$ cat src/rtl/pipe_pkg.sv
// Shared definitions for the pipeline stall controller: stall-bit indices,
// divide FSM states and a helper that builds monotone stall masks.
package pipe_pkg;

  localparam int STALL_W       = 5;
  localparam int STALL_PC      = 0;
  localparam int STALL_IF2ID   = 1;
  localparam int STALL_ID2EXE  = 2;
  localparam int STALL_EXE2MEM = 3;
  localparam int STALL_MEM2WB  = 4;

  typedef enum logic {
    IDLE,
    DIV_BUSY
  } div_state_t;

  // Holding a stage means every stage upstream of it must hold too, so a
  // stall is expressed as "everything up to and including bit top".
  function automatic logic [STALL_W-1:0] stall_upto(input int top);
    logic [STALL_W-1:0] m;
    m = '0;
    for (int k = 0; k < STALL_W; k++) begin
      if (k <= top) m[k] = 1'b1;
    end
    return m;
  endfunction

endpackage

$ cat src/rtl/pipe_perf_cnt.sv
// 32-bit wrapping event counter with enable, cleared by synchronous reset.
module pipe_perf_cnt (
  input  logic        clk,
  input  logic        rst,
  input  logic        en,
  output logic [31:0] count
);

  logic [31:0] count_reg;

  always_ff @(posedge clk) begin
    if (rst) begin
      count_reg <= '0;
    end else if (en) begin
      count_reg <= count_reg + 32'd1;
    end
  end

  assign count = count_reg;

endmodule

$ cat src/rtl/pipe_ctrl.sv
// Pipeline stall controller: MEM wait > divide occupancy > load-use.
// Optional performance counters are built when PIPE_CTRL_PERF_EN is defined.
module pipe_ctrl
  import pipe_pkg::*;
#(
  parameter int DIV_CYCLES = 8,
  parameter int CNT_W      = 4
) (
  input  logic         clk,
  input  logic         rst,
  input  logic         id_reg1_read_i,
  input  logic [4:0]   id_reg1_addr_i,
  input  logic         id_reg2_read_i,
  input  logic [4:0]   id_reg2_addr_i,
  input  logic         exe_rmem_i,
  input  logic [4:0]   exe_wd_i,
  input  logic         exe_div_i,
  input  logic         mem_req_i,
  input  logic         mem_ack_i,
  output logic [STALL_W-1:0] stall_o,
  output logic         id_bubble_o,
  output logic         exe_bubble_o,
  output logic         mem_bubble_o,
  output logic         div_done_o
`ifdef PIPE_CTRL_PERF_EN
  ,
  output logic [31:0]  perf_stall_cyc_o,
  output logic [31:0]  perf_div_cnt_o
`endif
);

  localparam logic [CNT_W-1:0] CNT_INIT = CNT_W'(DIV_CYCLES - 2);

  div_state_t       state_reg, state_next;
  logic [CNT_W-1:0] cnt_reg, cnt_next;
  logic             mem_wait, load_use, div_stall, div_last;

  assign mem_wait = mem_req_i & ~mem_ack_i;
  assign load_use = exe_rmem_i && (exe_wd_i != 5'd0) &&
                    ((id_reg1_read_i && (id_reg1_addr_i == exe_wd_i)) ||
                     (id_reg2_read_i && (id_reg2_addr_i == exe_wd_i)));

  always_ff @(posedge clk) begin
    if (rst) begin
      state_reg <= IDLE;
      cnt_reg   <= '0;
    end else begin
      state_reg <= state_next;
      cnt_reg   <= cnt_next;
    end
  end

  // A MEM wait freezes the divide entirely, stretching its occupancy by one cycle.
  always_comb begin
    state_next = state_reg;
    cnt_next   = cnt_reg;
    div_stall  = 1'b0;
    div_last   = 1'b0;
    case (state_reg)
      IDLE: begin
        if (exe_div_i && !mem_wait) begin
          div_stall  = 1'b1;
          cnt_next   = CNT_INIT;
          state_next = DIV_BUSY;
        end
      end
      DIV_BUSY: begin
        if (!mem_wait) begin
          if (cnt_reg != '0) begin
            div_stall = 1'b1;
            cnt_next  = cnt_reg - 1'b1;
          end else begin
            div_last   = 1'b1;
            state_next = IDLE;
          end
        end
      end
      default: state_next = IDLE;
    endcase
  end

  always_comb begin
    stall_o      = '0;
    id_bubble_o  = 1'b0;
    exe_bubble_o = 1'b0;
    mem_bubble_o = 1'b0;
    div_done_o   = 1'b0;
    if (!rst) begin
      div_done_o = div_last;
      if (mem_wait) begin
        stall_o      = stall_upto(STALL_EXE2MEM);
        mem_bubble_o = 1'b1;
      end else if (div_stall) begin
        stall_o      = stall_upto(STALL_ID2EXE);
        exe_bubble_o = 1'b1;
      end else if (load_use) begin
        stall_o     = stall_upto(STALL_IF2ID);
        id_bubble_o = 1'b1;
      end
    end
  end

`ifdef PIPE_CTRL_PERF_EN
  pipe_perf_cnt u_stall_cnt (
    .clk   (clk),
    .rst   (rst),
    .en    (stall_o[STALL_PC]),
    .count (perf_stall_cyc_o)
  );

  pipe_perf_cnt u_div_cnt (
    .clk   (clk),
    .rst   (rst),
    .en    (div_done_o),
    .count (perf_div_cnt_o)
  );
`endif

endmodule

$ cat config.mk
export PLATFORM = sky130hd
export DESIGN_NAME = pipe_ctrl
export DESIGN_NICKNAME = d
export VERILOG_FILES = /design/src/rtl/pipe_pkg.sv /design/src/rtl/pipe_perf_cnt.sv /design/src/rtl/pipe_ctrl.sv
export SDC_FILE = /design/constraint.sdc
export NUM_CORES = 1
export LEC_CHECK = 0
export CAP_MARGIN = 0
export CORE_MARGIN = 2
export CORE_UTILIZATION = 37
export DETAILED_ROUTE_END_ITERATION = 10
export GPL_TIMING_DRIVEN = 0
export PLACE_DENSITY = 0.85
export REMOVE_ABC_BUFFERS = 1
export SYNTH_ARGS = -nofsm -noshare
export SYNTH_HDL_FRONTEND = slang
export SYNTH_SLANG_ARGS = --single-unit
$ cat constraint.sdc
create_clock -name clk -period 4.05 [get_ports clk]
set_input_delay 0.6075 -clock clk [delete_from_list [all_inputs] [get_ports clk]]
set_output_delay 0.6075 -clock clk [all_outputs]
set_load 0.05 [all_outputs]
==> results of run 1 <==
[layer usage]
| layer | up-vias | GRT usage | routed length (um) |
|---|---|---|---|
| met1 | 239 | 0.152 | 446 |
| met3 | 2 | 0.0278 | 97 |
| met2 | 26 | 0.363 | 658 |
| met4 | 0 | 0.100 | 14 |
| li1 | 265 | - | - |
| met5 | - | 0 | 0 |
[layout by cell type (no fill, tap or decap), drive strengths merged, types with 2 or more instances in the layout]
| cell | n |
|---|---|
| clkbuf | 4 |
| clkdlybuf4s50 | 30 |
| nor2b | 2 |
| xnor2 | 2 |
| nor4 | 2 |
| nand2b | 2 |
| nand4 | 3 |
| inv | 3 |
| nor3b | 2 |
| nor2 | 3 |
| dfxtp | 5 |
| xor2 | 10 |
| a21oi | 5 |
| nand2 | 2 |
| and2 | 2 |
| nand3 | 2 |
[worst min-delay path by stage]
stage,from,to,cells after the start
6_report,cnt_reg[0],cnt_reg[0],2
5_1_grt,cnt_reg[1],cnt_reg[1],2
4_1_cts,cnt_reg[0],cnt_reg[0],2
3_5_place_dp,cnt_reg[0],cnt_reg[0],2
3_3_place_gp,cnt_reg[0],cnt_reg[0],2
2_1_floorplan,cnt_reg[0],cnt_reg[0],2
[metrics by stage]
| stage | total power, mW | instance area, um^2 | hold WS [ps] | util |
|---|---|---|---|---|
| after detailed placement | 0.153 | 763 | 487 | 0.602 |
| after global routing | 0.224 | 790 | 534 | 0.622 |
| after floorplan | 0.112 | 444 | 450 | - |
| after global placement | 0.151 | 763 | 467 | 0.602 |
| after CTS | 0.215 | 790 | 492 | 0.622 |
| final | 0.212 | 790 | 488 | 0.622 |
[cell type report]
| class | count | area, um^2 | share of cell area |
|---|---|---|---|
| tap | 15 | 18.8 | 0.0238 |
| inverter | 3 | 11.3 | 0.0143 |
| sequential | 5 | 100 | 0.127 |
| clock buffer | 4 | 26.3 | 0.0333 |
| multi-input combinational | 47 | 333 | 0.422 |
| timing repair buffer | 30 | 300 | 0.380 |
[power by group through the flow]
stage	Sequential (mW)	Combinational [mW]	Clock (mW)
final	0.0580	0.0938	0.0605
after global routing	0.0585	0.100	0.0647
after global placement	0.0586	0.0922	0
after floorplan	0.0577	0.0540	0
after CTS	0.0579	0.0945	0.0630
after detailed placement	0.0587	0.0942	0
[worst min-delay path, cell delays in order (launching register included)]
cell and delay [ps]:
dfxtp_1 320, nand3_1 70, a21oi_1 50
[cells by family after synthesis]
group,Yosys count,synth area share
and+or+nand+nor,23,0.301
xor gates and xnor gates,12,0.216
AOI/OAI and AO/OA,10,0.134
buffers and inverters,9,0.111
DFF,5,0.206
adders and majority gates,1,0.0257
other,1,0.00770
==> metrics.txt, run 1 <==
vias in the first global route=513; FF+latch count, synth=5; sw frac=0.360; I/O Buffers=30; CP Buf/Inv Count=2; RSZ-0062 raised after global routing=false; CTS Buf Count=3; Internal=136 uW; Slew headroom=0.663; H-tree levels=1; largest net degree at the start of global routing=12; Post-CTS Setup Inserts=0; Seq pwr share=0.273; worst endpoint required time=3440 ps; reg2reg setup slack=2520 ps; Synth area leader=dfxtp_1; Reg2Reg Depth=6; placed insts=100; pwr dens=269 nW/um^2; fraction of registers with async set or reset after synthesis=0; Setup TNS Final=0 ps; Core ar.=1270 um^2; cells after synthesis=61; die area=1620 um^2; Post-synth EDFFs=0; final clock skew=between 0.8 and 0.9 ps; clock power share=0.285; mapped cell area=487 um^2; synth unique cells=32; PnR worst setup slack=618 ps; post-synth top area share=0.206; CP delay by family, top=buffers and inverters; Placement Setup Slack=630 ps; Starting DRT DRC Count=3; Synth area leaders=dfxtp_1 (21%), xor2_1 (18%), buf_4 (4.6%); Routed WL=~1200 um; diodes inserted=0; Critical R2R Capture=cnt_reg[1]; gr usage total=0.175; Hold Violations, Final=0; Root Buffer Master=clkbuf_4; site row count=13; PostCTS Resize Cnt=0; Non-Filler Instances=104; Startpoint Class=input pin; CP Class=input pin to output pin; Arr. time, crit path=2820 ps; first-pass GRT wire length=~1900 um; fin crit period=3430 ps; status=finished clean; CP Capture Type=output pin; HPWL after DPL=1030 um; clock transition at the registers of the reported paths=roughly 40 ps; Yosys warning total=0; slowest stage cell, crit path=clkdlybuf4s50_1; clock latency on the worst-skew pair=250 ps; worst slew pin tran=504 ps; routability-driven placement congestion ratio=0.673; layout cells sized above 1=0.0787; Initial Util=0.384; register area share after synthesis=0.206; Clock Sinks=5; Total Nets Final=114; Max Cap Viol=0; Hold WC Path Type=flop to flop; critical path endpoint=stall_o[1]; RR Startpoint=cnt_reg[0]; die height=40.3 um; Area growth syn-to-layout=62.2%; final setup vio count=0; peak supply drop=~0.00012 V; crit share post-route=0.848; remaining antenna violation count=0; maximum fanout along the worst path=3; commonest register cell after synthesis=dfxtp_1; I/O pin count=32; WL/cell=approximately 12 um; Commonest cells post-synth=xor2_1 (10), dfxtp_1 (5), a21oi_1 (4); chip width=40.3 um; count leader, synth=xor2_1; fmax=0.291 GHz; grt ovf=0; drt pass-1 iters=2; initial antenna violation count=0; CP Depth=6; Max Slew Vio Count=0; crit path cell chain=clkdlybuf4s50_1 -> xor2_1 -> nor4_1 -> a32oi_1 -> o22ai_1 -> clkdlybuf4s50_1; Clock Path Buffers=2; Largest stage delay, worst path=around 850 ps; static leakage=0.285 nW; Hold Buf Count CTS=0; Via density=about 5; combinational power share=0.442; syn avg cell area=7.98 um^2; max FFs per register=4; fillcell total=125; vias=532; Sw Pwr=~76 uW; Worst Setup SP=exe_wd_i[3]; TritonCTS clock tree=yes; DRC errors left=0; cell repeated most along the worst path=clkdlybuf4s50_1
Note: power is estimated with default switching activity, not from simulation.
==> inputs of run 2 (changes only) <==
--- a/config.mk
+++ b/config.mk
@@ -7,10 +7,10 @@
 export LEC_CHECK = 0
 export CAP_MARGIN = 0
 export CORE_MARGIN = 2
-export CORE_UTILIZATION = 37
+export CORE_UTILIZATION = 31
 export DETAILED_ROUTE_END_ITERATION = 10
 export GPL_TIMING_DRIVEN = 0
-export PLACE_DENSITY = 0.85
+export PLACE_DENSITY = 0.77
 export REMOVE_ABC_BUFFERS = 1
 export SYNTH_ARGS = -nofsm -noshare
 export SYNTH_HDL_FRONTEND = slang
==> constraint.sdc (replaced) <==
create_clock -name clk -period 3.1 [get_ports clk]
set_input_delay 0.465 -clock clk [delete_from_list [all_inputs] [get_ports clk]]
set_output_delay 0.465 -clock clk [all_outputs]
set_load 0.05 [all_outputs]
==> metrics.txt, run 2 (same netlist as run 1, synthesis figures left out) <==
status=finished clean; CP Capture Type=output pin; PnR worst setup slack=218 ps; Arr. time, crit path=2420 ps; remaining antenna violation count=0; placed insts=101; most frequent cells in the layout=clkdlybuf4s50_1 (26), xor2_1 (10), dfxtp_1 (5); crit share post-route=0.930; vias in the first global route=469; Hold WC Path Type=flop to flop; fin area=801 um^2; Starting DRT DRC Count=7; fillcell total=157; commonest non-fill, non-tap cell in the layout=clkdlybuf4s50_1; worst endpoint required time=2630 ps; Routed WL=1130 um; final clock skew=2.96 ps; grt ovf=0; Placement Setup Slack=~1.9 ps; Root Buffer Master=clkbuf_4; register area=100 um^2; chip width=between 40 and 50 um; max FFs per register=4; drt pass-1 iters=4; Startpoint Class=input pin; die area=1900 um^2; clock latency on the worst-skew pair=240 ps; maximum fanout along the worst path=9; vias=514; routability-driven placement congestion ratio=0.772; Clock Sinks=5; die height=~44 um; fmax=0.347 GHz; Hold Violations, Final=0; initial antenna violation count=0; final setup vio count=0; Max Slew Vio Count=0; clock transition at the registers of the reported paths=40 ps; Core ar.=1490 um^2; HPWL after DPL=991 um; largest net degree at the start of global routing=12; multi-input logic area=between 300 and 400 um^2; layout cells sized above 1=0.0787; Slew headroom=0.653; Max Cap Viol=0; I/O Buffers=30; fin crit period=a little under 3000 ps; Clock Path Buffers=2; site row count=14; first-pass GRT wire length=1830 um; Via density=4.90; WL/cell=10.8 um; Post-CTS Setup Inserts=0; Total Nets Final=114; H-tree levels=1; diodes inserted=0; Area growth syn-to-layout=64.5%; Final Util=0.538; I/O pin count=32; DRC errors left=0; CP Class=input pin to output pin; worst slew pin tran=520 ps; TritonCTS clock tree=yes; Setup TNS Final=0 ps; gr usage total=0.127; peak supply drop=0.000127 V; Area after DPL=between 700 and 800 um^2; Initial Util=0.327; pwr dens=338 nW/um^2; Hold Buf Count CTS=0; static leakage=0.347 nW; Non-Filler Instances=105; CTS Buf Count=3; RSZ-0062 raised after global routing=false
==> run 2: changes by cell type in the layout (fill, tap and decap cells not counted), sizes merged <==
cell           delta
dlymetal6s2s      +4
clkdlybuf4s50     -4
==> run 2: worst max-delay path, stage by stage <==
cell and delay (ps):
clkdlybuf4s50_1 440, nand2b_1 300, nand2_1 210, a21oi_1 180
clkdlybuf4s50_1 820
==> run 2: layer usage <==
layer,GRT usage,share of wire,vias to the layer above
met3,0.0208,0.049,2
met2,0.253,0.57,17
met1,0.124,0.36,229
met4,0.0545,0.014,0
met5,0,0,-
li1,-,-,266
==> run 2: cell type report <==
class	count	area share
inverters	3	0.0141
multi-input cells	47	0.416
well taps	16	0.0250
repair buffers	30	0.388
clock buffers	4	0.0328
flip-flops and latches	5	0.125
==> run 2: worst paths after layout <==
check,start,end,slack [ps],cells after the start
worst max-delay path,mem_ack_i,exe_bubble_o,220,5
worst min-delay path,cnt_reg[0],cnt_reg[0],490,2
worst max register to register,cnt_reg[0],cnt_reg[2],1580,6
worst min register to register,cnt_reg[0],cnt_reg[0],490,2
==> run 2: where the power goes <==
| group | switching (mW) | internal [mW] |
|---|---|---|
| clock network | 0.0258 | 0.0486 |
| logic | 0.0627 | 0.0582 |
| registers | 0.00544 | 0.0701 |
==> run 2: per-stage QoR <==
stage / hold WS [ps] / power (mW)
after floorplan: 450 / 0.146
after global placement: 468 / 0.197
after detailed placement: 487 / 0.198
after CTS: 495 / 0.275
after global routing: 516 / 0.287
final: 493 / 0.271
==> run 2: repair_timing <==
item,CTS,global route
gates resized for setup,0,4
hold endpoints to repair,0,0
setup endpoints to repair,0,4
